File: config.mk
export PLATFORM = sky130hd
export DESIGN_NAME = serial_adder_ctrl
export DESIGN_NICKNAME = d
export VERILOG_FILES = /design/src/rtl/serial_adder_pkg.sv /design/src/rtl/full_adder_1bit.sv /design/src/rtl/serial_adder_ctrl.sv
export SDC_FILE = /design/constraint.sdc
export NUM_CORES = 1
export LEC_CHECK = 0
export ABC_AREA = 0
export CAP_MARGIN = 20
export CORE_MARGIN = 5
export CORE_UTILIZATION = 25
export DETAILED_ROUTE_END_ITERATION = 8
export GPL_TIMING_DRIVEN = 0
export SETUP_SLACK_MARGIN = 0.5
export SKIP_CTS_REPAIR_TIMING = 1
export SLEW_MARGIN = 20
export SYNTH_ARGS = -nofsm -noshare
export SYNTH_HDL_FRONTEND = slang
export SYNTH_SLANG_ARGS = --single-unit
File: constraint.sdc
create_clock -name clock -period 2.8 [get_ports clock]
set_input_delay 0.56 -clock clock [delete_from_list [all_inputs] [get_ports clock]]
set_output_delay 0.56 -clock clock [all_outputs]
set_load 0.1 [all_outputs]
File: src/rtl/serial_adder_pkg.sv
// Shared types and constants for the bit-serial adder controller.
package serial_adder_pkg;

  // Controller states: waiting for a request, shifting bits, result pulse.
  typedef enum logic [1:0] {
    IDLE = 2'd0,
    RUN  = 2'd1,
    DONE = 2'd2
  } state_t;

  // Operand/result width used when the instantiating code does not override it.
  localparam int DEFAULT_WIDTH = 8;

endpackage

File: src/rtl/full_adder_1bit.sv
// Purely combinational 1-bit full adder, the only arithmetic element of the
// serial adder datapath.
module full_adder_1bit (
  input  logic A,
  input  logic B,
  input  logic carry_in,
  output logic S,
  output logic carry_out
);

  assign S         = A ^ B ^ carry_in;
  assign carry_out = (A & B) | (carry_in & (A ^ B));

endmodule

File: src/rtl/serial_adder_ctrl.sv
// Bit-serial adder controller: computes {cout,sum} = a + b + cin one bit per
// clock, LSB first, by sequencing a single full_adder_1bit.
// Optional feature macro: SERIAL_ADDER_SUB_EN adds a 'sub' port selecting a - b.
//
// Handshake: a request is accepted on a rising edge where start=1 and
// ready=1; a, b, cin (and sub) are sampled at that edge. start while ready=0
// is ignored and never queued. done pulses for one cycle when sum/cout update.
module serial_adder_ctrl
  import serial_adder_pkg::*;
#(
  parameter int WIDTH = DEFAULT_WIDTH
) (
  input  logic             clock,
  input  logic             reset,
  input  logic             start,
  input  logic [WIDTH-1:0] a,
  input  logic [WIDTH-1:0] b,
  input  logic             cin,
`ifdef SERIAL_ADDER_SUB_EN
  input  logic             sub,
`endif
  output logic             ready,
  output logic             busy,
  output logic             done,
  output logic [WIDTH-1:0] sum,
  output logic             cout,
  output logic [1:0]       fsm_state
);

  localparam int CW = $clog2(WIDTH + 1);
  localparam logic [CW-1:0] LAST_BIT = CW'(WIDTH - 1);

  state_t           state;
  state_t           state_next;
  logic [WIDTH-1:0] a_sr;
  logic [WIDTH-1:0] b_sr;
  logic [WIDTH-1:0] psum;
  logic [WIDTH-1:0] psum_next;
  logic [CW-1:0]    cnt;
  logic             carry;
  logic             fa_s;
  logic             fa_co;
  logic             last_bit;
  logic [WIDTH-1:0] b_load;
  logic             carry_load;

  full_adder_1bit u_fa (
    .A         (a_sr[0]),
    .B         (b_sr[0]),
    .carry_in  (carry),
    .S         (fa_s),
    .carry_out (fa_co)
  );

  assign last_bit  = (cnt == LAST_BIT);
  assign fsm_state = state;

  // Operand B / carry values captured at acceptance; subtraction is a + ~b + 1.
  always_comb begin
`ifdef SERIAL_ADDER_SUB_EN
    b_load     = sub ? ~b : b;
    carry_load = sub ? 1'b1 : cin;
`else
    b_load     = b;
    carry_load = cin;
`endif
  end

  // Partial sum shifted right with the new sum bit entering at the MSB.
  always_comb begin
    psum_next            = psum >> 1;
    psum_next[WIDTH-1]   = fa_s;
  end

  // State register.
  always_ff @(posedge clock or posedge reset) begin
    if (reset) state <= IDLE;
    else       state <= state_next;
  end

  // Next-state logic: one RUN cycle per bit, then a single DONE cycle.
  always_comb begin
    state_next = state;
    case (state)
      IDLE:    if (start) state_next = RUN;
      RUN:     if (last_bit) state_next = DONE;
      DONE:    state_next = IDLE;
      default: state_next = IDLE;
    endcase
  end

  // Output decode from the state register.
  always_comb begin
    ready = 1'b0;
    busy  = 1'b0;
    done  = 1'b0;
    case (state)
      IDLE:    ready = 1'b1;
      RUN:     busy  = 1'b1;
      DONE:    done  = 1'b1;
      default: ready = 1'b0;
    endcase
  end

  // Datapath: latch on accept, shift/accumulate in RUN, publish on last bit.
  always_ff @(posedge clock or posedge reset) begin
    if (reset) begin
      a_sr  <= '0;
      b_sr  <= '0;
      psum  <= '0;
      cnt   <= '0;
      carry <= 1'b0;
      sum   <= '0;
      cout  <= 1'b0;
    end else begin
      case (state)
        IDLE: begin
          if (start) begin
            a_sr  <= a;
            b_sr  <= b_load;
            carry <= carry_load;
            cnt   <= '0;
          end
        end
        RUN: begin
          a_sr  <= a_sr >> 1;
          b_sr  <= b_sr >> 1;
          carry <= fa_co;
          cnt   <= cnt + 1'b1;
          psum  <= psum_next;
          if (last_bit) begin
            sum  <= psum_next;
            cout <= fa_co;
          end
        end
        default: begin
        end
      endcase
    end
  end

endmodule

Word-level counts from Yosys, hierarchy flattened
Index checks and enable logic that the tools add are counted.

word-level totals
  flip-flop bits (word level) = 40
  input bits = 20
  logic and storage cells = 38
  output and inout port bits = 14

operators by class
  mux-type cells = 14
  reduce and logical (&&, ||, !) cells = 5
  bitwise logic cells = 5
  equal/unequal tests = 5
  add/subtract/negate cells = 1

operators by type and width
  operator                                                               number
  8-bit case mux with 2 select lines                                     2
  8-bit two-way mux                                                      2
  4-bit case mux with 2 select lines                                     1
  2-bit AND reduction                                                    3
  4-bit by 1-bit adder with 4-bit output, second input constant          1
  4-bit by 3-bit equality test with 1-bit output, second input constant  1
  1-bit two-way mux                                                      4
  2-bit two-way mux                                                      2
  4-bit two-way mux                                                      1
  2-bit inequality test, second input constant                           2
  2-bit case mux with 2 select lines                                     1
  1-bit AND                                                              2
  2-bit by 1-bit equality test with 1-bit output, second input constant  1
  2-bit equality test, second input constant                             1
  2-bit logical NOT                                                      1
  1-bit case mux with 2 select lines                                     1
  2-bit nonzero test                                                     1
  1-bit bitwise XOR                                                      2
  1-bit OR                                                               1

Logic depth before layout (Yosys ltp)
  word-level depth = 4
  depth in mapped cells = 6
  depth with buffers taken out = 4

Modules after synthesis
A second synthesis with hierarchy kept.

unflattened totals
  cells, all modules = 168
  area total of the unflattened synthesis = 1751.7 um^2

modules (own cells, without submodules)
  module             cells each  sequential area each (um^2)  area each (um^2)  times used
  serial_adder_ctrl  167         975.9                        1731.7            1
  full_adder_1bit    1           0.0                          20.0              1

Worst setup path after synthesis
No wires, ideal clock.

  path kind = reg2out
  start point = reg state[1], in the netlist fsm_state[1]
  end point = out done
  required time = 2.240 ns
  path buffers = 1
  arrival = 2.653 ns
  cell stages (with the launch flop) = 3
  setup slack = -0.413 ns
  cells stage by stage = dfrtp_1 clkbuf_1 nor2b_1

between the ends
  longest elaborated chain between the ends = 2

ends and longest elaborated chain
  item                    RTL line                 source
  start, declared         serial_adder_ctrl.sv:33  state_t state;
  start signal, assigned  serial_adder_ctrl.sv:78  else state <= state_next;
  2-bit equality test     serial_adder_ctrl.sv:97  case (state)
  1-bit two-way mux       serial_adder_ctrl.sv:97
  end, declared           serial_adder_ctrl.sv:24  output logic done,

Every way passes these cells.

Worst setup path after layout
  start point = reg state[1], in the netlist fsm_state[1]
  end point = out busy

between the ends
  longest elaborated chain between the ends = 2

ends and longest elaborated chain
  item                                            RTL line                 source
  2-bit by 1-bit equality test with 1-bit output  serial_adder_ctrl.sv:97
  1-bit two-way mux                               serial_adder_ctrl.sv:97
  end, declared                                   serial_adder_ctrl.sv:23  output logic busy,

Every way passes these cells.

==> results by group <==
Status
  – Status: finished, final reports clean

Power
  – PwrDens: 1240 nW/µm²
  – Clock Power Share: 0.144
  – Sequential power share: 0.334
  – P_sw: 0.00140 W
  – Internal cell power: 0.00147 W
  – Peak supply drop: 485 µV
  – Combinational group share of total power: 0.522
  – Leak: 1.16 nW
  – Sw frac: 0.489

Critical path
  – Critical Path AT: 1800 ps
  – CP startpoint kind: flop
  – Worst EP required: 2240 ps
  – Reg2reg end: cout
  – Register-to-register setup slack: 1110 ps
  – Cell count of the worst reg-to-reg path: 4
  – Crit path kind: flop to output pin
  – Critical path launch point: fsm_state[1]
  – Critical Path End Type: output pin
  – Reg2Reg Launch Point: cnt[0]
  – CP Max Fanout: 10

Synth
  – Syn avg cell area: 10.5 µm²
  – Dominant cells by area after synthesis: dfrtp_1 (57%), nand2_1 (8.3%), mux2_2 (6.6%)
  – Synthesized cell area: 1720 µm²
  – Register area share after synthesis: 0.569
  – Top-area cell type share of the netlist area: 0.569
  – Synthesized net count: 186
  – Synth Area in Compound Gates: 0.147
  – Post-synthesis mux area share: 0.0656
  – YS warnings: 0
  – Post-synthesis simple-gate area fraction: 0.173
  – Instance count of the mapped netlist: 164
  – Main combinational cell family by area after synthesis: simple AND/OR/NAND/NOR gates
  – Xor and xnor area share after synthesis: 0
  – Count of cell types in the netlist: 20
  – Synthesis-stage register bit count: 39
  – Synth Area in Adders: 0.0190
  – Largest area contributor in the netlist: dfrtp_1

Placement
  – PortBufs: 33
  – DP Worst Slack: -65.8 ps
  – Post-DP Area: 2190 µm²
  – RD Place Congestion: 0.759
  – Post-placement cell count: 278
  – Detailed Place HPWL: 2990 µm

GRT
  – GRT Residual Overflow: 0
  – Initial antenna violation count: 0
  – First-pass GRT wire length: 6950 µm
  – Vias in the first global route: 1431
  – Largest net degree at the start of global routing: 21
  – All-Layer GR Usage: 0.103

Final layout
  – Most frequent cells in the layout: nand2_1 (38), dfrtp_1 (37), clkdlybuf4s50_1 (19)
  – # diodes: 0
  – Final Instance Area: 2310 µm²
  – Fill count: 709
  – Share of cells above drive strength 1: 0.170
  – Commonest non-fill, non-tap cell in the layout: nand2_1
  – Area Overhead vs Synth: 34.7%
  – Nets@finish: 227
  – Final std cells w/o fill: 286

Clocking
  – Clk sinks: 39
  – Reg clk slew, reported paths: 70 ps
  – Num CTS Buffers: 5
  – CTS root buf: clkbuf_8
  – Clock buffer depth: 2
  – H-tree Lvls: 2
  – CTS tree: built
  – Clk Latency, worst-skew pair: 290 ps

Drt
  – Initial DRT Pass Iterations: 6
  – Antenna Violating Nets Remaining: 0
  – Post-Route WL: 4210 µm
  – Drt wl/cell: 14.7 µm
  – Via/cell ratio: 4.69
  – DR vias: 1342
  – DRC Markers: 0
  – 1st-iter DRT viols: 80

Min path
  – Worst hold endpoint: a_sr[6]
  – Hold path startpoint: a_sr[6]
  – HP Class: flop to flop
  – Cells on Worst Hold Path: 2

STA
  – Worst Slack Setup Final: 437 ps
  – Post-layout min period: 2360 ps
  – Final count of negative-setup-slack endpoints: 0
  – RSZ-0062 raised after global routing: yes
  – Worst-Margin Slew: 985 ps
  – FMAX: 0.423 GHz
  – Slew HR: 0.342
  – Max-slew violations: 0
  – Fin Clk Skew: 2.21 ps
  – Endpoints failing hold: 0
  – Fin crit share: 0.844
  – Final setup TNS: 0 ps

Die
  – I/O Pins: 34
  – Site Rows: 30
  – DIE HEIGHT: 92.9 µm
  – Initial Utilization: 0.254
  – Die Width: 92.9 µm
  – Core ar.: 6760 µm²
  – Area of the die: 8620 µm²

Flow run
  – MaxCap Viol Count: 0
[final cells by class]
cell class	count	area [µm²]	share of cell area
sequential	39	978	0.423
multi-input combinational	114	708	0.306
timing repair buffer	34	375	0.162
clock buffer	8	100	0.0433
tap	80	100	0.0433
buffer	9	42.5	0.0184
inverter	2	7.51	0.00325
[state kept, by name, indices dropped and copies added (netlist names)]
| register | flops |
|---|---|
| a_sr | 8 |
| b_sr | 8 |
| sum | 8 |
| psum | 7 |
| cnt | 4 |
| fsm_state | 2 |
| carry | 1 |
| cout | 1 |
[routing by layer]
layer | vias up | global-route usage | share of wire
li1 | 647 | - | -
met1 | 652 | 0.132 | 0.46
met2 | 35 | 0.158 | 0.47
met3 | 8 | 0.0341 | 0.057
met4 | 0 | 0.0427 | 0.018
met5 | - | 0 | 0
[power groups by stage]
stage | Clock, W | Combinational, W | Sequential, W
final | 0.000414 | 0.00150 | 0.000957
after global routing | 0.000444 | 0.00161 | 0.000991
after CTS | 0.000424 | 0.00153 | 0.000962
after detailed placement | 0 | 0.00153 | 0.000971
after global placement | 0 | 0.00150 | 0.000960
after floorplan | 0 | 0.000703 | 0.00138
[how the worst max path moves through the flow]
stage	endpoint	slack, ps	depth (start not counted)
6_report	busy	440	5
5_1_grt	busy	340	5
4_1_cts	busy	-390	5
3_5_place_dp	busy	-70	5
3_3_place_gp	busy	-50	5
2_1_floorplan	done	620	3
[synthesized netlist by cell type (all sizes together)]
cell     n
a21oi   12
a22o     2
a22oi    9
and3b    6
buf      5
clkbuf   4
dfrtp   39
fa       1
ha       1
inv      2
mux2    10
nand2   38
nand2b   1
nand3    2
nor2     3
nor2b    8
nor3     1
o21ai   18
o21bai   1
o311ai   1
[logic make-up after synthesis]
family	after synthesis
adders and majority gates	2
and+or+nand+nor	59
DFF	39
AOI/OAI and AO/OA	43
muxes	10
buffers and inverters	11
[stage by stage]
step                hold slack, ps  total power [W]   util
floorplan                      440          0.00209      -
global placement               462          0.00246  0.320
detailed placement             472          0.00250  0.324
CTS                            490          0.00292  0.339
global route                   513          0.00304  0.342
finish                         485          0.00287  0.342
[worst max-delay path: stages (launching register included)]
cell      delay [ps]
dfrtp_2          440
nand2b_4         160
buf_2            190
inv_1            110
buf_2            240
clkbuf_4         370
Note: power is estimated with default switching activity, not from simulation.
